==> config.mk <==
export PLATFORM = sky130hd
export DESIGN_NAME = mem_stage
export DESIGN_NICKNAME = d
export VERILOG_FILES = /design/src/rtl/mem_pkg.sv /design/src/rtl/mem_stage_lsu_align.sv /design/src/rtl/mem_stage.sv
export SDC_FILE = /design/constraint.sdc
export NUM_CORES = 1
export LEC_CHECK = 0
export ABC_AREA = 1
export CORE_ASPECT_RATIO = 0.7
export CORE_MARGIN = 2
export CORE_UTILIZATION = 52
export CTS_CLUSTER_SIZE = 24
export DETAILED_ROUTE_END_ITERATION = 8
export HOLD_SLACK_MARGIN = 0.03
export PLACE_DENSITY = 0.85
export SYNTH_ARGS = -nofsm -noshare
export SYNTH_HDL_FRONTEND = slang
export SYNTH_SLANG_ARGS = --single-unit
==> constraint.sdc <==
create_clock -name clk -period 3.55 [get_ports clk]
set_input_delay 0.71 -clock clk [delete_from_list [all_inputs] [get_ports clk]]
set_output_delay 0.71 -clock clk [all_outputs]
set_load 0.01 [all_outputs]
==> src/rtl/mem_pkg.sv <==
// Shared types and constants for the memory-access pipeline stage.
package mem_pkg;

   localparam int unsigned XLEN = 32;
   localparam int unsigned BE_W = 4;

   typedef logic [1:0] mem_state_t;
   localparam mem_state_t IDLE = 2'd0;
   localparam mem_state_t WAIT = 2'd1;
   localparam mem_state_t HOLD = 2'd2;

   localparam logic [2:0] F3_B  = 3'b000;
   localparam logic [2:0] F3_H  = 3'b001;
   localparam logic [2:0] F3_W  = 3'b010;
   localparam logic [2:0] F3_BU = 3'b100;
   localparam logic [2:0] F3_HU = 3'b101;

   // Request payload held stable while a data-memory access is outstanding.
   typedef struct packed {
      logic            we;
      logic [BE_W-1:0] be;
      logic [XLEN-1:0] wdata;
   } dmem_cmd_t;

endpackage

==> src/rtl/mem_stage_lsu_align.sv <==
// Byte-lane steering for stores, legality checks, and load extraction.
module lsu_align
   import mem_pkg::*;
(
   input  logic [1:0]      addr_lo_i,
   input  logic [2:0]      funct3_i,
   input  logic            is_load_i,
   input  logic            is_store_i,
   input  logic [XLEN-1:0] rs2_i,
   input  logic [XLEN-1:0] rdata_i,
   output logic [BE_W-1:0] be_o,
   output logic [XLEN-1:0] wdata_o,
   output logic [XLEN-1:0] load_data_o,
   output logic            aligned_o,
   output logic            legal_o
);

   logic            enc_ok;
   logic [XLEN-1:0] shifted;

   // Lane enables and replicated store data by access size.
   always_comb begin
      be_o      = 4'b1111;
      wdata_o   = rs2_i;
      aligned_o = 1'b1;
      case (funct3_i[1:0])
         2'b00: begin
            be_o    = 4'b0001 << addr_lo_i;
            wdata_o = {4{rs2_i[7:0]}};
         end
         2'b01: begin
            be_o      = 4'b0011 << addr_lo_i;
            wdata_o   = {2{rs2_i[15:0]}};
            aligned_o = ~addr_lo_i[0];
         end
         default: begin
            be_o      = 4'b1111;
            aligned_o = (addr_lo_i == 2'b00);
         end
      endcase
   end

   // Unsigned variants only exist for loads.
   always_comb begin
      enc_ok = 1'b0;
      case (funct3_i)
         F3_B, F3_H, F3_W: enc_ok = 1'b1;
         F3_BU, F3_HU:     enc_ok = is_load_i;
         default:          enc_ok = 1'b0;
      endcase
   end

   assign legal_o = enc_ok & aligned_o & ~(is_load_i & is_store_i);

   always_comb begin
      shifted     = rdata_i >> {addr_lo_i, 3'b000};
      load_data_o = rdata_i;
      case (funct3_i)
         F3_B:    load_data_o = {{24{shifted[7]}}, shifted[7:0]};
         F3_H:    load_data_o = {{16{shifted[15]}}, shifted[15:0]};
         F3_BU:   load_data_o = {24'd0, shifted[7:0]};
         F3_HU:   load_data_o = {16'd0, shifted[15:0]};
         default: load_data_o = rdata_i;
      endcase
   end

endmodule

==> src/rtl/mem_stage.sv <==
// Memory-access pipeline stage: single-outstanding dmem port plus MEM/WB register.
module mem_stage
   import mem_pkg::*;
#(
   parameter int unsigned ADDR_W = 32
)
(
   input  logic              clk,
   input  logic              rst_n,
   input  logic              stall_in,
   input  logic [XLEN-1:0]   alu_result_in,
   input  logic [XLEN-1:0]   rs2_in,
   input  logic [4:0]        rd_addr_in,
   input  logic [2:0]        funct3_in,
   input  logic              RegWrite_in,
   input  logic              MemRead_in,
   input  logic              MemWrite_in,
   input  logic              MemtoReg_in,
   output logic              dmem_req,
   output logic              dmem_we,
   output logic [ADDR_W-1:0] dmem_addr,
   output logic [XLEN-1:0]   dmem_wdata,
   output logic [BE_W-1:0]   dmem_be,
   input  logic              dmem_ack,
   input  logic [XLEN-1:0]   dmem_rdata,
   output logic [XLEN-1:0]   alu_result_out,
   output logic [XLEN-1:0]   mem_data_out,
   output logic [4:0]        rd_addr_out,
   output logic              RegWrite_out,
   output logic              MemtoReg_out,
   output logic              stall_out,
   output logic              access_err_out,
   output logic [XLEN-1:0]   fault_addr_out
);

   mem_state_t        state_q, state_d;
   logic              req_q, req_d;
   logic [ADDR_W-1:0] addr_q, addr_d;
   dmem_cmd_t         cmd_q, cmd_d;
   logic [XLEN-1:0]   buf_q, buf_d;
   logic [XLEN-1:0]   alu_q, alu_d, mdata_q, mdata_d, fault_q, fault_d;
   logic [4:0]        rd_q, rd_d;
   logic              rw_q, rw_d, m2r_q, m2r_d, err_q, err_d;

   logic              mem_op, legal, aligned;
   logic [BE_W-1:0]   be;
   logic [XLEN-1:0]   wdata, load_data, ld_val;
   logic              wb_take, wb_bub;
   logic [XLEN-1:0]   wb_mdata;

   assign mem_op = MemRead_in | MemWrite_in;
   assign ld_val = MemRead_in ? load_data : '0;

   lsu_align u_align (
      .addr_lo_i   (alu_result_in[1:0]),
      .funct3_i    (funct3_in),
      .is_load_i   (MemRead_in),
      .is_store_i  (MemWrite_in),
      .rs2_i       (rs2_in),
      .rdata_i     (dmem_rdata),
      .be_o        (be),
      .wdata_o     (wdata),
      .load_data_o (load_data),
      .aligned_o   (aligned),
      .legal_o     (legal)
   );

   // Next-state, request and write-back control.
   always_comb begin
      state_d   = state_q;
      req_d     = req_q;
      addr_d    = addr_q;
      cmd_d     = cmd_q;
      buf_d     = buf_q;
      err_d     = 1'b0;
      fault_d   = fault_q;
      stall_out = 1'b0;
      wb_take   = 1'b0;
      wb_bub    = 1'b0;
      wb_mdata  = '0;
      case (state_q)
         IDLE: begin
            if (!mem_op) begin
               wb_take = !stall_in;
            end else if (!legal) begin
               if (!stall_in) begin
                  wb_bub  = 1'b1;
                  err_d   = 1'b1;
                  fault_d = alu_result_in;
               end
            end else begin
               stall_out = 1'b1;
               if (!stall_in) begin
                  addr_d  = alu_result_in[ADDR_W-1:0];
                  cmd_d   = '{we: MemWrite_in, be: be, wdata: wdata};
                  req_d   = 1'b1;
                  wb_bub  = 1'b1;
                  state_d = WAIT;
               end
            end
         end
         WAIT: begin
            stall_out = 1'b1;
            if (dmem_ack) begin
               req_d = 1'b0;
               if (!stall_in) begin
                  stall_out = 1'b0;
                  wb_take   = 1'b1;
                  wb_mdata  = ld_val;
                  state_d   = IDLE;
               end else begin
                  buf_d   = ld_val;
                  state_d = HOLD;
               end
            end
         end
         HOLD: begin
            stall_out = stall_in;
            if (!stall_in) begin
               wb_take  = 1'b1;
               wb_mdata = buf_q;
               state_d  = IDLE;
            end
         end
         default: state_d = IDLE;
      endcase
   end

   // MEM/WB register next values; a bubble clears the whole entry.
   always_comb begin
      alu_d   = alu_q;
      mdata_d = mdata_q;
      rd_d    = rd_q;
      rw_d    = rw_q;
      m2r_d   = m2r_q;
      if (wb_take) begin
         alu_d   = alu_result_in;
         mdata_d = wb_mdata;
         rd_d    = rd_addr_in;
         rw_d    = RegWrite_in;
         m2r_d   = MemtoReg_in;
      end else if (wb_bub) begin
         alu_d   = '0;
         mdata_d = '0;
         rd_d    = '0;
         rw_d    = 1'b0;
         m2r_d   = 1'b0;
      end
   end

   always_ff @(posedge clk or negedge rst_n) begin
      if (!rst_n) begin
         state_q <= IDLE;
         req_q   <= 1'b0;
         addr_q  <= '0;
         cmd_q   <= '0;
         buf_q   <= '0;
         alu_q   <= '0;
         mdata_q <= '0;
         rd_q    <= '0;
         rw_q    <= 1'b0;
         m2r_q   <= 1'b0;
         err_q   <= 1'b0;
         fault_q <= '0;
      end else begin
         state_q <= state_d;
         req_q   <= req_d;
         addr_q  <= addr_d;
         cmd_q   <= cmd_d;
         buf_q   <= buf_d;
         alu_q   <= alu_d;
         mdata_q <= mdata_d;
         rd_q    <= rd_d;
         rw_q    <= rw_d;
         m2r_q   <= m2r_d;
         err_q   <= err_d;
         fault_q <= fault_d;
      end
   end

   assign dmem_req       = req_q;
   assign dmem_we        = cmd_q.we;
   assign dmem_addr      = {addr_q[ADDR_W-1:2], 2'b00};
   assign dmem_wdata     = cmd_q.wdata;
   assign dmem_be        = cmd_q.be;
   assign alu_result_out = alu_q;
   assign mem_data_out   = mdata_q;
   assign rd_addr_out    = rd_q;
   assign RegWrite_out   = rw_q;
   assign MemtoReg_out   = m2r_q;
   assign access_err_out = err_q;
   assign fault_addr_out = fault_q;

endmodule

Word level (Yosys, flattened, before mapping)
Cells that the tools add are included.
- bits in registers: 208
- input bits: 112
- output and inout port bits: 175
- word-level logic and storage cells: 95
- equality and inequality tests: 12
- shift operators: 3
- muxes and demuxes: 44
- bitwise logic cells: 8
- reductions and logical operators: 14
- operator list (kind ; count):
    2-to-1 mux 32 bit ; 7
    case mux 32 bit (2 select lines) ; 2
    case mux 32 bit (4 select lines) ; 1
    right shift 32 x 5 -> 16 bit ; 1
    2-to-1 mux 1 bit ; 19
    2-to-1 mux 2 bit ; 6
    2-to-1 mux 5 bit ; 2
    inequality test 2 bit (second input constant) ; 5
    AND reduction 5 bit ; 2
    case mux 4 bit (2 select lines) ; 1
    AND reduction 4 bit ; 2
    equality test 3 bit (second input constant) ; 2
    zero test 2 bit ; 3
    case mux 1 bit (2 select lines) ; 3
    case mux 1 bit (3 select lines) ; 2
    case mux 2 bit (3 select lines) ; 1
    equality test 2 x 1 -> 1 bit (second input constant) ; 2
    NOT 1 bit ; 4
    nonzero test 2 bit ; 2
    left shift 1 x 2 -> 4 bit (first input constant) ; 1
    left shift 2 x 2 -> 4 bit (first input constant) ; 1
    bitwise AND 1 bit ; 3
    equality test 3 x 1 -> 1 bit (second input constant) ; 1
    equality test 3 x 2 -> 1 bit (second input constant) ; 1
    other kinds (7) ; 7

Longest topological paths before layout
- depth after elaboration: 8
- depth in mapped cells: 13
- mapped depth without buffers: 11

Cells and area by module
From an unflattened synthesis, not the netlist that was laid out.
- cells, all modules: 1334
- area, all modules: 10178.5 µm²
- by module, submodules not included (module ; times used ; cells each ; area an instance (µm²) ; sequential area each (µm²)):
    mem_stage ; 1 ; 1061 ; 8853.5 ; 5154.9
    lsu_align ; 1 ; 273 ; 1325.0 ; 0.0

Worst setup path before layout
Ideal clock, no wire load.
- path type: input-to-output
- start: input funct3_in[0]
- end: output stall_out
- arrival time: 1598 ps
- data required time: 2840 ps
- setup slack: 1242 ps
- cell stages on the path: 8
- buffers on the path: 1
- path through: buf_4 -> inv_2 -> nand2_1 -> o21ai_1 -> nand2_2 -> inv_4 -> nand2_1 -> a41oi_1
- longest elaborated chain between the ends: 8
- elaborated cells on any way between the ends: 16
- classes of those cells: eq/ne (5); mux (5); bitwise (2); reduce/logical (4)
- ends and longest elaborated chain (element ; RTL line ; source):
    start, declared ; mem_stage.sv:14 ; input logic [2:0] funct3_in,
    equality test 3 x 2 -> 1 bit, or another cell as far along ; mem_stage_lsu_align.sv:46 ; case (funct3_i)
    OR reduction 3 bit / OR reduction 2 bit (equally long branches) ; mem_stage_lsu_align.sv:46 ;
    case mux 1 bit (2 select lines) ; mem_stage_lsu_align.sv:46 ;
    bitwise AND 1 bit (*) (2 in a row) ; mem_stage_lsu_align.sv:53 ; assign legal_o = enc_ok & aligned_o & ~(is_load_i & is_store_i);
    2-to-1 mux 1 bit (*) ; mem_stage.sv:85 ; end else if (!legal) begin
    2-to-1 mux 1 bit (*) ; mem_stage.sv:83 ; if (!mem_op) begin
    case mux 1 bit (3 select lines) (*) ; mem_stage.sv:81 ; case (state_q)
    end, declared ; mem_stage.sv:31 ; output logic stall_out,
Mark *: on every way between the ends. The rest lies on a longest branch, timed or not.

Worst setup path in the final report
- start: input alu_result_in[0]
- end: output stall_out
- longest elaborated chain between the ends: 7
- elaborated cells on any way between the ends: 8
- classes of those cells: mux (4); bitwise (3); reduce/logical (1)
- ends and longest elaborated chain (element ; RTL line ; source):
    start, declared ; mem_stage.sv:11 ; input logic [XLEN-1:0] alu_result_in,
    zero test 2 bit / NOT 1 bit (equally long branches) ; mem_stage_lsu_align.sv:38, mem_stage_lsu_align.sv:34 ;
    case mux 1 bit (2 select lines) (*) ; mem_stage_lsu_align.sv:26 ; case (funct3_i[1:0])
    bitwise AND 1 bit (*) (2 in a row) ; mem_stage_lsu_align.sv:53 ;
    2-to-1 mux 1 bit (*) ; mem_stage.sv:85 ;
    2-to-1 mux 1 bit (*) ; mem_stage.sv:83 ;
    case mux 1 bit (3 select lines) (*) ; mem_stage.sv:81 ;
Marks and branches as above.

==> flow_summary.ini <==
[timing]
finalCritPeriodShare_pct = 96.4
max_slew.worst_pin.slew_ns = 0.745
finClkSkew_ns = 0.0158
finalHoldViolCount = 0
fin_setup_tns_ns = 0
fmax_mhz = 292
finalSetupViolCount = 0
min_period_ns = 3.42
rsz0062_at_grt = false
finalMaxSlewViolations = 0
relSlewSlack_pct = 50.3

[clocking]
clkSinkCount = 206
cts.htree.levels = 1
cts_tree = built
cts_resized = 0
clockBufferDepth = 3
cts_buffers = 21
worst_skew_pair.late_latency_ns = 0.50
cts_hold_buffers = 0
cts_setup_buffers = 0
clk_pin_slew_ns = 0.06
cts-root-buf = clkbuf_16

[global_route]
grt_antenna_before_repair = 0
grt_pass1_vias = 8825
grt_usage_pct = 29.6
grt_max_degree = 89
overflow = 0
grt_pass1_wl_microns = 46900

[setup_path]
critPathLaunch = alu_result_in[0]
worstSetupPathType = input pin to output port
crit_family = buffers and inverters
critPathCapture = stall_out
critPathMaxStageDelay_ns = 0.61
reg2reg_slack_ns = 1.30
path_buf_inv = 4
required_ns = 2.84
cpMaxStageDelayCell = clkdlybuf4s50_1
cp.arrival_ns = 2.71
crit_chain = clkdlybuf4s50_1 > nor2_4 > inv_2 > o21ai_1 > nand2_2 > inv_4 > nand2_1 > a41oi_1 > clkdlybuf4s50_1
critPathMaxFanout = 7
timing.rr.end = mem_data_out[7]$_DFFE_PN0P_
reg2regPathDepth = 10
start_kind = input pin
worstSetupEndpointType = output port
cpMostUsedCell = clkdlybuf4s50_1
r2r_start = state_q[1]$_DFFE_PN0P_
path_depth = 9

[yosys]
yosysSeqAreaShare_pct = 52.9
synth_seq_cells = 206
synth_area_sq_mm = 0.00975
synth_most_common_cell = nand2_1
yosysTopAreaCell = dfrtp_1
muxShareOfSynthArea_pct = 0
synth_compound_area_share_pct = 14.6
synth_cell_type_count = 30
synthArstFlopShare_pct = 100
yosysWarningCount = 0
netlist_top_cells_area = dfrtp_1, nand2_1, o21ai_2, inv_1, o21ai_0
synth_simple_gate_area_share_pct = 23.5
synth_commonest_cells = nand2_1, dfrtp_1, inv_1, o21ai_0, nand3_1
synth_top_family_by_area = simple AND/OR/NAND/NOR gates
synth_edf_count = 0
yosys.area_share.adder_pct = 0.513
synth_cells = 1159
synth_top_area_share_pct = 52.9
synth_ff_type = dfrtp_1
syn-mean-instance-area_sq_um = 8.42
synth_xor_area_share_pct = 0

[layout]
utilization_pct = 73.7
antennaDiodeCount = 0
drive_above_1_share_pct = 10.5
syn2layout_area_growth_pct = 37.6
nets = 1537

[power_and_ir_drop]
switchingPower_mw = 3.43
totalPowerFinal_mw = 10.0
p_sw_share_pct = 34.2
p_comb_share_pct = 39.5
p_leak_nw = 6.40
pwr-share-seq_pct = 37.4
peakVddDrop_uv = 504
p_clk_share_pct = 23.1
intPower_mw = 6.61
power_density_mw_per_mm2 = 749

[drt]
viasPerCell = 5.38
drtIter0Drc = 932
detail-route-antenna-nets = 0
avgRoutedWirePerCell_microns = 17.7
vias = 8990
drc = 0
dr.pass1.iters = 5
totalWireLength_microns = 29600

[die]
boundaryPins = 287
dieWidth_microns = 168
fp.dieArea_sq_mm = 0.0199
rows = 41
coreArea_sq_mm = 0.0182
initial_core_util_pct = 53.6
die_y_microns = 119

[place]
hpwl_microns = 20600
io_buffers = 284
gp_congestion = 0.936

[run]
max-cap-violations = 0

[hold_path]
hold_path.class = input pin to async pin

[status]
status = completed
[cells in the final DEF, fill, tap and decap left out, drive strengths merged]
cell type      count
clkdlybuf4s50    282
nand2            418
ha                 4
clkinv             6
nand4             16
o21ai            151
nor2              57
nand3             67
nor3               1
o22ai              1
clkinvlp           2
conb               2
dfrtp            206
a32o               7
bufinv             3
a41oi              1
inv               97
o211ai             7
clkbuf            26
a21oi             56
buf               25
[sequential cells by signal, summed over array words and instances, names as in the netlist]
name,flops
mem_data_out,32
addr_q,30
state_q,2
dmem_req,1
access_err_out,1
alu_result_out,32
MemtoReg_out,1
rd_addr_out,5
dmem_be,4
dmem_we,1
dmem_wdata,32
fault_addr_out,32
buf_q,32
RegWrite_out,1
[stage by stage]
stage	std cells	area (sq um)	setup WS [ns]	hold WS [ns]
after floorplan	1160	9760	1.24	0.414
after global placement	1634	12700	0.142	0.462
after detailed placement	1634	12700	0.156	0.464
after CTS	1671	13400	0.139	0.301
after global routing	1671	13400	0.00251	0.315
final	1671	13400	0.128	0.277
[power groups by stage]
stage	Sequential, mW	Clock, mW	Combinational (mW)
2_1_floorplan	4.07	0	1.45
3_3_place_gp	3.73	0	3.88
3_5_place_dp	3.76	0	3.96
4_1_cts	3.75	2.35	3.99
5_1_grt	3.85	2.45	4.28
6_report	3.75	2.32	3.97
[worst min path at each step]
stage,endpoint,cells past startpoint,startpoint
after CTS,fault_addr_out[24]$_DFFE_PN0P_,1,rst_n
after global routing,fault_addr_out[24]$_DFFE_PN0P_,1,rst_n
after floorplan,MemtoReg_out$_DFFE_PN0P_,0,rst_n
after detailed placement,mem_data_out[6]$_DFFE_PN0P_,2,mem_data_out[6]$_DFFE_PN0P_
after global placement,buf_q[2]$_DFFE_PN0P_,2,buf_q[2]$_DFFE_PN0P_
final,fault_addr_out[24]$_DFFE_PN0P_,1,rst_n
[cell type report]
| class | count | area (sq um) |
|---|---|---|
| inverter | 96 | 363 |
| multi-input combinational | 788 | 3780 |
| clock inverter | 12 | 144 |
| sequential | 206 | 5150 |
| tap | 236 | 295 |
| clock buffer | 25 | 571 |
| timing repair buffer | 308 | 3110 |
| fill | 1349 | 4790 |
[routing by layer]
metal  wire (microns)  vias up  part of all wire (%)  GRT usage [%]
met2            13200      435                    45           45.8
met3             2760       62                   9.3           7.33
met5                0        -                     0              0
met4              851        0                   2.9           9.73
met1            12700     4251                    43           41.1
li1                 -     4242                     -              -
[cells by family (layout without fill, tap and decap cells)]
kind of cell / count (synthesis) / after routing
other: 1 / 2
AOI/OAI and AO/OA: 223 / 223
and+or+nand+nor: 559 / 559
DFF: 206 / 206
buffers and inverters: 166 / 441
adders and majority gates: 4 / 4
Note: power is estimated with default switching activity, not from simulation.
